File: src/rtl/sequence_engine_pkg.sv
// Shared types and constants for the memory-sequence game engine.
package sequence_engine_pkg;

    typedef enum logic [2:0] {
        ST_IDLE,
        ST_FILL,
        ST_SHOW_ON,
        ST_SHOW_OFF,
        ST_WAIT_IN,
        ST_OVER
    } state_t;

    // Fibonacci taps 16,14,13,11 expressed as bit positions 15,13,12,10.
    localparam logic [15:0] LFSR_TAPS    = 16'hB400;
    localparam logic [15:0] DEFAULT_SEED = 16'hACE1;

    function automatic logic [15:0] lfsr_next(input logic [15:0] cur);
        return {cur[14:0], ^(cur & LFSR_TAPS)};
    endfunction

endpackage

File: src/rtl/sequence_engine_if.sv
// Player/host-facing signals of the sequence engine.
interface sequence_engine_if #(
    parameter int NUM_TILES = 4,
    parameter int MAX_LEN   = 16
);
    localparam int TW = $clog2(NUM_TILES);
    localparam int LW = $clog2(MAX_LEN + 1);

    logic          start;
    logic          mode;
    logic          press_valid;
    logic [TW-1:0] press_tile;
    logic          show_valid;
    logic [TW-1:0] show_tile;
    logic          await_input;
    logic [LW-1:0] score;
    logic [LW-1:0] best;
    logic          game_over;
    logic          win;

    modport master (
        output start, mode, press_valid, press_tile,
        input  show_valid, show_tile, await_input, score, best, game_over, win
    );

    modport slave (
        input  start, mode, press_valid, press_tile,
        output show_valid, show_tile, await_input, score, best, game_over, win
    );

endinterface

File: src/rtl/sequence_lfsr.sv
// Free-running 16-bit Fibonacci LFSR; the low bits pick the next tile.
module sequence_lfsr
    import sequence_engine_pkg::*;
#(
    parameter logic [15:0] SEED = DEFAULT_SEED,
    parameter int          TW   = 2
)
(
    input  logic          clk,
    input  logic          rst,
    output logic [TW-1:0] tile
);

    logic [15:0] lfsr;

    // Advance on every clock regardless of game state.
    always_ff @(posedge clk or posedge rst) begin
        if (rst) lfsr <= SEED;
        else     lfsr <= lfsr_next(lfsr);
    end

    assign tile = lfsr[TW-1:0];

endmodule

File: src/rtl/sequence_engine.sv
// Memory-sequence game: plays back a random tile sequence and checks the
// player's echo, growing (mode 0) or reshuffling (mode 1) each round.
//
// state       | meaning
// ST_IDLE     | after reset, waiting for start
// ST_FILL     | writing new tile(s) into the sequence memory
// ST_SHOW_ON  | tile mem[idx] lit for ON_CYCLES
// ST_SHOW_OFF | blank gap of OFF_CYCLES after each tile
// ST_WAIT_IN  | collecting player presses, timeout armed
// ST_OVER     | game ended (win or loss), waiting for start
module sequence_engine
    import sequence_engine_pkg::*;
#(
    parameter int          NUM_TILES      = 4,
    parameter int          MAX_LEN        = 16,
    parameter int          ON_CYCLES      = 25000000,
    parameter int          OFF_CYCLES     = 12500000,
    parameter int          TIMEOUT_CYCLES = 150000000,
    parameter logic [15:0] SEED           = DEFAULT_SEED
)
(
    input logic              clk,
    input logic              rst,
    sequence_engine_if.slave bus
);

    localparam int TW      = $clog2(NUM_TILES);
    localparam int LW      = $clog2(MAX_LEN + 1);
    localparam int IW      = (MAX_LEN > 1) ? $clog2(MAX_LEN) : 1;
    localparam int TMR_A   = (ON_CYCLES > OFF_CYCLES) ? ON_CYCLES : OFF_CYCLES;
    localparam int TMR_MAX = (TMR_A > TIMEOUT_CYCLES) ? TMR_A : TIMEOUT_CYCLES;
    localparam int TMRW    = (TMR_MAX > 1) ? $clog2(TMR_MAX) : 1;

    // Timers count down to zero; each load value is the phase length minus one.
    localparam logic [TMRW-1:0] ON_LOAD  = TMRW'(ON_CYCLES - 1);
    localparam logic [TMRW-1:0] OFF_LOAD = TMRW'(OFF_CYCLES - 1);
    localparam logic [TMRW-1:0] TO_LOAD  = TMRW'(TIMEOUT_CYCLES - 1);

    state_t          state;
    logic            mode_r;
    logic [LW-1:0]   len;
    logic [LW-1:0]   idx;
    logic [TMRW-1:0] timer;
    logic [LW-1:0]   score_r;
    logic [LW-1:0]   best_r;
    logic            show_valid_r;
    logic            await_r;
    logic            game_over_r;
    logic            win_r;

    logic [TW-1:0]   mem [MAX_LEN];
    logic [TW-1:0]   new_tile;
    logic            mem_we;
    logic [IW-1:0]   mem_waddr;
    logic            idx_last;
    logic            fill_done;
    logic            press_hit;

    sequence_lfsr #(.SEED(SEED), .TW(TW)) u_lfsr (
        .clk  (clk),
        .rst  (rst),
        .tile (new_tile)
    );

    assign idx_last  = (idx == len - LW'(1));
    assign fill_done = (idx == len);
    assign press_hit = (bus.press_tile == mem[idx[IW-1:0]]);

    // Grow mode appends at len; reshuffle mode rewrites entry idx each FILL cycle.
    always_comb begin
        mem_we    = 1'b0;
        mem_waddr = '0;
        if (state == ST_FILL) begin
            mem_we    = 1'b1;
            mem_waddr = mode_r ? idx[IW-1:0] : len[IW-1:0];
        end
    end

    // Sequence storage; contents are don't-care until written, so no reset.
    always_ff @(posedge clk) begin
        if (mem_we) mem[mem_waddr] <= new_tile;
    end

    // Game FSM with registered status outputs.
    always_ff @(posedge clk or posedge rst) begin
        if (rst) begin
            state        <= ST_IDLE;
            mode_r       <= 1'b0;
            len          <= '0;
            idx          <= '0;
            timer        <= '0;
            score_r      <= '0;
            best_r       <= '0;
            show_valid_r <= 1'b0;
            await_r      <= 1'b0;
            game_over_r  <= 1'b0;
            win_r        <= 1'b0;
        end else begin
            game_over_r <= 1'b0;
            win_r       <= 1'b0;
            case (state)
                ST_IDLE, ST_OVER: begin
                    if (bus.start) begin
                        mode_r  <= bus.mode;
                        len     <= '0;
                        idx     <= '0;
                        score_r <= '0;
                        state   <= ST_FILL;
                    end
                end
                ST_FILL: begin
                    if (!mode_r || fill_done) begin
                        len          <= len + 1'b1;
                        idx          <= '0;
                        timer        <= ON_LOAD;
                        show_valid_r <= 1'b1;
                        state        <= ST_SHOW_ON;
                    end else begin
                        idx <= idx + 1'b1;
                    end
                end
                ST_SHOW_ON: begin
                    if (timer == '0) begin
                        timer        <= OFF_LOAD;
                        show_valid_r <= 1'b0;
                        state        <= ST_SHOW_OFF;
                    end else begin
                        timer <= timer - 1'b1;
                    end
                end
                ST_SHOW_OFF: begin
                    if (timer != '0) begin
                        timer <= timer - 1'b1;
                    end else if (!idx_last) begin
                        idx          <= idx + 1'b1;
                        timer        <= ON_LOAD;
                        show_valid_r <= 1'b1;
                        state        <= ST_SHOW_ON;
                    end else begin
                        idx     <= '0;
                        timer   <= TO_LOAD;
                        await_r <= 1'b1;
                        state   <= ST_WAIT_IN;
                    end
                end
                ST_WAIT_IN: begin
                    // A press in the final timeout cycle still counts.
                    if (bus.press_valid && press_hit && !idx_last) begin
                        idx   <= idx + 1'b1;
                        timer <= TO_LOAD;
                    end else if (bus.press_valid && press_hit) begin
                        score_r <= len;
                        if (len > best_r) best_r <= len;
                        idx     <= '0;
                        await_r <= 1'b0;
                        if (len == LW'(MAX_LEN)) begin
                            win_r <= 1'b1;
                            state <= ST_OVER;
                        end else begin
                            state <= ST_FILL;
                        end
                    end else if (bus.press_valid || timer == '0) begin
                        game_over_r <= 1'b1;
                        await_r     <= 1'b0;
                        state       <= ST_OVER;
                    end else begin
                        timer <= timer - 1'b1;
                    end
                end
                default: state <= ST_IDLE;
            endcase
        end
    end

    assign bus.show_valid  = show_valid_r;
    assign bus.show_tile   = show_valid_r ? mem[idx[IW-1:0]] : '0;
    assign bus.await_input = await_r;
    assign bus.score       = score_r;
    assign bus.best        = best_r;
    assign bus.game_over   = game_over_r;
    assign bus.win         = win_r;

endmodule

File: src/flat_wrapper.sv
// flat-port wrapper written by rule: the top's interface ports become plain ports
module sequence_engine_flat import sequence_engine_pkg::*;
#(
    parameter int          NUM_TILES      = 4,
    parameter int          MAX_LEN        = 16,
    parameter int          ON_CYCLES      = 25000000,
    parameter int          OFF_CYCLES     = 12500000,
    parameter int          TIMEOUT_CYCLES = 150000000,
    parameter logic [15:0] SEED           = DEFAULT_SEED
)
  (clk, rst, bus_start, bus_mode, bus_press_valid, bus_press_tile, bus_show_valid, bus_show_tile, bus_await_input, bus_score, bus_best, bus_game_over, bus_win);
  sequence_engine_if #(.NUM_TILES(NUM_TILES), .MAX_LEN(MAX_LEN)) bus_i ();
  input logic clk;
  input logic rst;
  input wire logic [$bits(bus_i.start)-1:0] bus_start;
  input wire logic [$bits(bus_i.mode)-1:0] bus_mode;
  input wire logic [$bits(bus_i.press_valid)-1:0] bus_press_valid;
  input wire logic [$bits(bus_i.press_tile)-1:0] bus_press_tile;
  output wire logic [$bits(bus_i.show_valid)-1:0] bus_show_valid;
  output wire logic [$bits(bus_i.show_tile)-1:0] bus_show_tile;
  output wire logic [$bits(bus_i.await_input)-1:0] bus_await_input;
  output wire logic [$bits(bus_i.score)-1:0] bus_score;
  output wire logic [$bits(bus_i.best)-1:0] bus_best;
  output wire logic [$bits(bus_i.game_over)-1:0] bus_game_over;
  output wire logic [$bits(bus_i.win)-1:0] bus_win;
  assign bus_i.start = bus_start;
  assign bus_i.mode = bus_mode;
  assign bus_i.press_valid = bus_press_valid;
  assign bus_i.press_tile = bus_press_tile;
  assign bus_show_valid = bus_i.show_valid;
  assign bus_show_tile = bus_i.show_tile;
  assign bus_await_input = bus_i.await_input;
  assign bus_score = bus_i.score;
  assign bus_best = bus_i.best;
  assign bus_game_over = bus_i.game_over;
  assign bus_win = bus_i.win;
  sequence_engine #(.NUM_TILES(NUM_TILES), .MAX_LEN(MAX_LEN), .ON_CYCLES(ON_CYCLES), .OFF_CYCLES(OFF_CYCLES), .TIMEOUT_CYCLES(TIMEOUT_CYCLES), .SEED(SEED)) u_core (.clk(clk), .rst(rst), .bus(bus_i));
endmodule
File: config.mk
export PLATFORM = sky130hd
export DESIGN_NAME = sequence_engine_flat
export DESIGN_NICKNAME = d
export VERILOG_FILES = /design/src/rtl/sequence_engine_pkg.sv /design/src/rtl/sequence_engine_if.sv /design/src/rtl/sequence_lfsr.sv /design/src/rtl/sequence_engine.sv /design/src/flat_wrapper.sv
export SDC_FILE = /design/constraint.sdc
export NUM_CORES = 1
export LEC_CHECK = 0
export ABC_AREA = 1
export BUFFER_PORTS_ARGS = -buffer_cell sky130_fd_sc_hd__buf_4
export CELL_PAD_IN_SITES_DETAIL_PLACEMENT = 1
export CELL_PAD_IN_SITES_GLOBAL_PLACEMENT = 1
export CORE_ASPECT_RATIO = 1.2
export CORE_MARGIN = 2
export CORE_UTILIZATION = 45
export DETAILED_ROUTE_END_ITERATION = 10
export PLACE_DENSITY = 0.84
export REMOVE_ABC_BUFFERS = 1
export SYNTH_ARGS = -nofsm -noshare
export SYNTH_HDL_FRONTEND = slang
export SYNTH_HIERARCHICAL = 1
export SYNTH_SLANG_ARGS = --single-unit
File: constraint.sdc
create_clock -name clk -period 6.2 [get_ports clk]
set_input_delay 1.24 -clock clk [delete_from_list [all_inputs] [get_ports clk]]
set_output_delay 1.24 -clock clk [all_outputs]
set_load 0.01 [all_outputs]
==> impl_metrics.ini, run 1 <==
[synth]
synth_edf_count = 32
synth_area_leaders = dfrtp_1 (27%), edfxtp_1 (16%), nand2_1 (15%)
yosysMostFrequentCell = nand2_1
synth_cell_types = 40
syn_inst = 746
synth_top_area_share = 0.273
seq_area_frac_synth = 0.473
async_flop_share = 0.692
synth_area_leader_cell = dfrtp_1
synthTopCellsByCount = nand2_1 (242), nor2_1 (91), inv_1 (75), dfrtp_1 (64), nand3_1 (43)
synth_top_flop_cell = dfrtp_1
ys_ff_latch = 104
syn-cell-area_mm2 = 0.00587
avgSynthCellArea_um2 = 7.86
yosys_warnings = 6

[timing]
drv_slew = 0
worst_pin_slew_ps = 808
fin_skew_ps = 8.18
fin_tns_setup_ps = 0
final_hold_viol_count = 0
rsz0062_at_grt = no
maxClockFrequency_mhz = 275
slew_headroom = 0.461
finalSetupViolations = 0
min_period_over_period = 0.586
min_period_ps = 3630

[drt]
drtIter0Drc = 350
drc = 0
viasPerCell = 5.44
ant_nets = 0
drt-pass1-iter-count = 4
post_drt_wl_per_cell_um = 18.0
vias = 5066
wl_um = 16700

[global_routing]
track_usage = 0.251
grt_pass1_vias = 5458
grt-ovfl-total = 0
grt_max_degree = 57
grt_first_pass_wirelength_um = 27400
antenna_found_initial = 0

[hold_path]
worstHoldStart = u_core/u_lfsr/lfsr[9]
hp-class = flip-flop to flip-flop

[placed_design]
gp_congestion = 0.838
port_buffers = 22
dp_hpwl_um = 12000

[worst_setup_path]
crit_type = flip-flop to output port
reg2reg_from = u_core/idx[0]
cp_data_arrival_time_ps = 2390
critPathRequiredTime_ps = 4960
cp_max_fo = 22
end_kind = output port
cp-start-kind = flip-flop
crit_start = u_core/idx[0]

[die]
die_w_um = 108
dieArea_mm2 = 0.0140
num_io_pins = 23
design.core.area_mm2 = 0.0127
row_count = 45
initial_utilization = 0.463
die_y_um = 129

[cts]
cts_buffer_depth = 2
clkLatencyLatePin_ps = 350
cts-root-buf = clkbuf_16
numCtsBuffers = 9
cts_resized = 0
postCtsHoldBufs = 0
cts_tree = done
cts_setup_buffers = 0
cts.sinks = 104
clkTransAtPathRegs_ps = 70
h-tree-depth = 3

[finish]
diodes = 0
multiInputGateArea_mm2 = 0.00265
layout-drive-gt1-share = 0.102
fillers = 1585
syn_to_final_growth_pct = 9.53
final-seq-area_mm2 = 0.00277
fin_nets = 780

[pwr]
ir_drop_v = 0.000192
p_leak_nw = 3.05
p_total_w = 0.00268
p_per_area_mw_per_mm2 = 417

[flow_run]
maxCapViolCount = 0

[outcome]
status = complete, no violations
[cell usage in the layout (no fill, tap or decap), drive strengths merged, types with 4 or more instances in the layout]
| master | Yosys | layout |
|---|---|---|
| nand2 | 245 | 245 |
| nor2 | 96 | 96 |
| inv | 80 | 82 |
| dfrtp | 64 | 64 |
| nand3 | 47 | 47 |
| o21ai | 43 | 43 |
| edfxtp | 32 | 32 |
| buf | 14 | 24 |
| a21oi | 19 | 19 |
| xor2 | 18 | 18 |
| nand4 | 18 | 18 |
| xnor2 | 13 | 13 |
| nor3 | 13 | 13 |
| ha | 10 | 10 |
| clkbuf | 4 | 10 |
| o211ai | 8 | 8 |
| dfstp | 8 | 8 |
| clkinv | 2 | 5 |
| nor4 | 4 | 4 |
[worst paths after layout]
check	slack, ps	cells after the start	to
min reg2reg	360	0	u_core/u_lfsr/lfsr[10]
max reg2reg	2910	11	u_core/timer[10]
max in group asynchronous	4510	3	u_core/bus.best[0]
min	360	0	u_core/u_lfsr/lfsr[10]
min in group asynchronous	970	2	u_core/u_lfsr/lfsr[1]
max	2570	9	bus_show_tile[0]
[state kept, by name, indices dropped and copies added (netlist names)]
register                flops
u_core/bus.await_input      1
u_core/bus.best             5
u_core/bus.game_over        1
u_core/bus.score            5
u_core/bus.show_valid       1
u_core/bus.win              1
u_core/idx                  5
u_core/len                  5
u_core/mem                 32
u_core/mode_r               1
u_core/state                3
u_core/timer               28
u_core/u_lfsr/lfsr         16
[layout make-up]
cell class,count,area share
Multi-Input combinational cell,542,0.412
Clock inverter,6,0.0121
Inverter,82,0.0483
Timing Repair Buffer,24,0.0280
Clock buffer,10,0.0356
Tap cell,164,0.0319
Sequential cell,104,0.432
[logic make-up after synthesis]
family / share of synthesized area
AOI/OAI and AO/OA: 0.0715
xor gates and xnor gates: 0.0463
adders and majority gates: 0.0213
buffers and inverters: 0.0755
DFF: 0.473
muxes: 0.00192
and+or+nand+nor: 0.311
[routing by layer]
metal	global-route usage	vias up	wire length (um)
li1	-	2429	-
met1	0.303	2533	7160
met2	0.458	77	8860
met3	0.0322	27	421
met4	0.0860	0	299
met5	0	-	0
[power breakdown]
| part | internal, W | total (W) | switching, W |
|---|---|---|---|
| registers | 0.000813 | 0.000994 | 0.000181 |
| logic | 0.000365 | 0.00110 | 0.000730 |
| clock network | 0.000320 | 0.000592 | 0.000271 |
[critical path, stage by stage, from the launching register on]
cell and delay, ps:
dfrtp_1 820, inv_2 310, nand2_1 150, nand3_1 70, nand2_1 80, nand2_1 50, nand2_1 70, inv_1 60
a21oi_1 250, buf_4 170
[stage by stage]
stage / setup WS [ps] / hold WS [ps] / instance area, um2 / util / cells
after global routing: 2370 / 363 / 6420 / 0.507 / 932
after global placement: 3090 / 334 / 6120 / 0.483 / 916
after CTS: 2580 / 354 / 6420 / 0.507 / 932
final: 2570 / 357 / 6420 / 0.507 / 932
after detailed placement: 2980 / 337 / 6120 / 0.483 / 916
after floorplan: 3540 / 331 / 5730 / - / 728
Note: power is estimated with default switching activity, not from simulation.
==> run 2: changes to the inputs <==
==> constraint.sdc (replaced) <==
create_clock -name clk -period 3.6 [get_ports clk]
set_input_delay 0.72 -clock clk [delete_from_list [all_inputs] [get_ports clk]]
set_output_delay 0.72 -clock clk [all_outputs]
set_load 0.01 [all_outputs]
==> run 2 against run 1 <==
  * Largest cell class unchanged
  * Final cell count increased by 0.32%
  * Sequential power increased by 69%
  * Largest power group unchanged
  * Total power increased by 72%
  * Utilization increased by 0.099 points
==> impl_metrics.ini, run 2 (same netlist as run 1, synthesis figures left out) <==
[cts]
h-tree-depth = 3
cts_resized = 0
clkLatencyLatePin_ps = 350
cts_tree = done
numCtsBuffers = 9
cts-root-buf = clkbuf_16
clkTransAtPathRegs_ps = 70
cts_setup_buffers = 0
postCtsHoldBufs = 0
cts.sinks = 104
cts_buffer_depth = 2

[timing]
min_period_over_period = 0.831
hold_slack_ps = 355
rsz0062_at_grt = no
fin_tns_setup_ps = 0
maxClockFrequency_mhz = 334
slew_headroom = 0.504
fin_skew_ps = 8.17
drv_slew = 0
worst_pin_slew_ps = 743
finalSetupViolations = 0
min_period_ps = 2990
final_hold_viol_count = 0

[worst_setup_path]
slowest_delay_ps = 460
cp_data_arrival_time_ps = 3230
path_buf_inv = 3
cp_top_family = simple AND/OR/NAND/NOR gates
cp_slowest_cell = dfrtp_1
critical_path_depth = 13
critPathRequiredTime_ps = 3840
crit_type = flip-flop to flip-flop
r2r_end = u_core/timer[18]
worstPathCellList = inv_1, ha_1, inv_1, nor3_2, nor2_1, nor3_2, nand4_4, nand3_2, nand3_2, nand2_4, inv_4, nand2_1, nand2_1
r2r_cells = 13
cp_max_fo = 30
end_kind = flip-flop
r2r_setup_slack_ps = 610
crit_start = u_core/len[0]
reg2reg_from = u_core/len[0]
cp-start-kind = flip-flop
cp-endpoint = u_core/timer[18]

[global_routing]
grt_max_degree = 33
grt_first_pass_wirelength_um = 27300
grt_use_met1 = 0.296
grt_pass1_vias = 5479
gr-usage-met2 = 0.470
antenna_found_initial = 0
met3_usage = 0.0252
track_usage = 0.250
top_usage_layer = met2
grt-ovfl-total = 0

[drt]
drc = 0
drtIter0Drc = 288
viasPerCell = 5.45
post_drt_wl_per_cell_um = 17.6
vias = 5096
wl_um = 16500
drt-pass1-iter-count = 4
ant_nets = 0

[finish]
layout-drive-gt1-share = 0.104
final-seq-area_mm2 = 0.00277
reg.largest.list = u_core/mem (32), u_core/timer (28), u_core/u_lfsr/lfsr (16)
largest_register = u_core/mem
layout_commonest_cell = nand2_1
fin_nets = 783
layout_common_cells = nand2_1 (242), nor2_1 (91), inv_1 (74), dfrtp_1 (64), nand3_1 (43)
diodes = 0
fillers = 1600
syn_to_final_growth_pct = 9.75
largest_reg_flops = 32
multiInputGateArea_mm2 = 0.00265

[outcome]
status = complete, no violations

[hold_path]
hp-class = flip-flop to flip-flop

[flow_run]
maxCapViolCount = 0

[die]
num_io_pins = 23
die_y_um = 129
design.core.area_mm2 = 0.0127
row_count = 45
die_w_um = 108
initial_utilization = 0.463
dieArea_mm2 = 0.0140

[placed_design]
gp_congestion = 0.866
dp_hpwl_um = 12000
port_buffers = 22

[pwr]
ir_drop_v = 0.000311
p_per_area_mw_per_mm2 = 717
p_leak_nw = 3.06
p_total_w = 0.00461
run 2: cell count changes in the layout (fill, tap and decap cells not counted), sizes merged:
| cell | change |
|---|---|
| buf | +3 |
run 2: metal layers:
metal | vias up | routed length, um | share of wire
met5 | - | 0 | 0
met3 | 21 | 466 | 0.028
met2 | 80 | 9080 | 0.55
met4 | 0 | 260 | 0.016
met1 | 2557 | 6680 | 0.41
li1 | 2438 | - | -
run 2: final cells by class:
| class | count | share of cell area |
|---|---|---|
| flip-flops and latches | 104 | 0.431 |
| clock inverters | 6 | 0.0105 |
| well taps | 164 | 0.0319 |
| clock buffers | 10 | 0.0356 |
| repair buffers | 27 | 0.0315 |
| inverters | 82 | 0.0482 |
| multi-input cells | 542 | 0.412 |
run 2: where the power goes:
part           leakage (nW)  switching [W]  total (W)  internal, W
sequential             1.17       0.000278    0.00168      0.00140
combinational          1.74        0.00130    0.00194     0.000639
clock                 0.146       0.000454   0.000999     0.000545
total                  3.06        0.00203    0.00461      0.00259
run 2: stage by stage:
stage | util | instance area [um2] | std cells | worst slack, ps
2_1_floorplan | - | 5730 | 728 | 1230
3_3_place_gp | 0.485 | 6140 | 919 | 872
3_5_place_dp | 0.485 | 6140 | 919 | 649
4_1_cts | 0.508 | 6440 | 935 | 632
5_1_grt | 0.508 | 6440 | 935 | 379
6_report | 0.508 | 6440 | 935 | 607
run 2: how the worst min path moves through the flow:
stage                                      start                     end  cells past startpoint
after floorplan            u_core/u_lfsr/lfsr[2]   u_core/u_lfsr/lfsr[3]                      0
after global placement    u_core/u_lfsr/lfsr[14]  u_core/u_lfsr/lfsr[15]                      0
after detailed placement  u_core/u_lfsr/lfsr[14]  u_core/u_lfsr/lfsr[15]                      0
after CTS                 u_core/u_lfsr/lfsr[14]  u_core/u_lfsr/lfsr[15]                      0
after global routing       u_core/u_lfsr/lfsr[6]   u_core/u_lfsr/lfsr[7]                      0
final                     u_core/u_lfsr/lfsr[14]  u_core/u_lfsr/lfsr[15]                      0
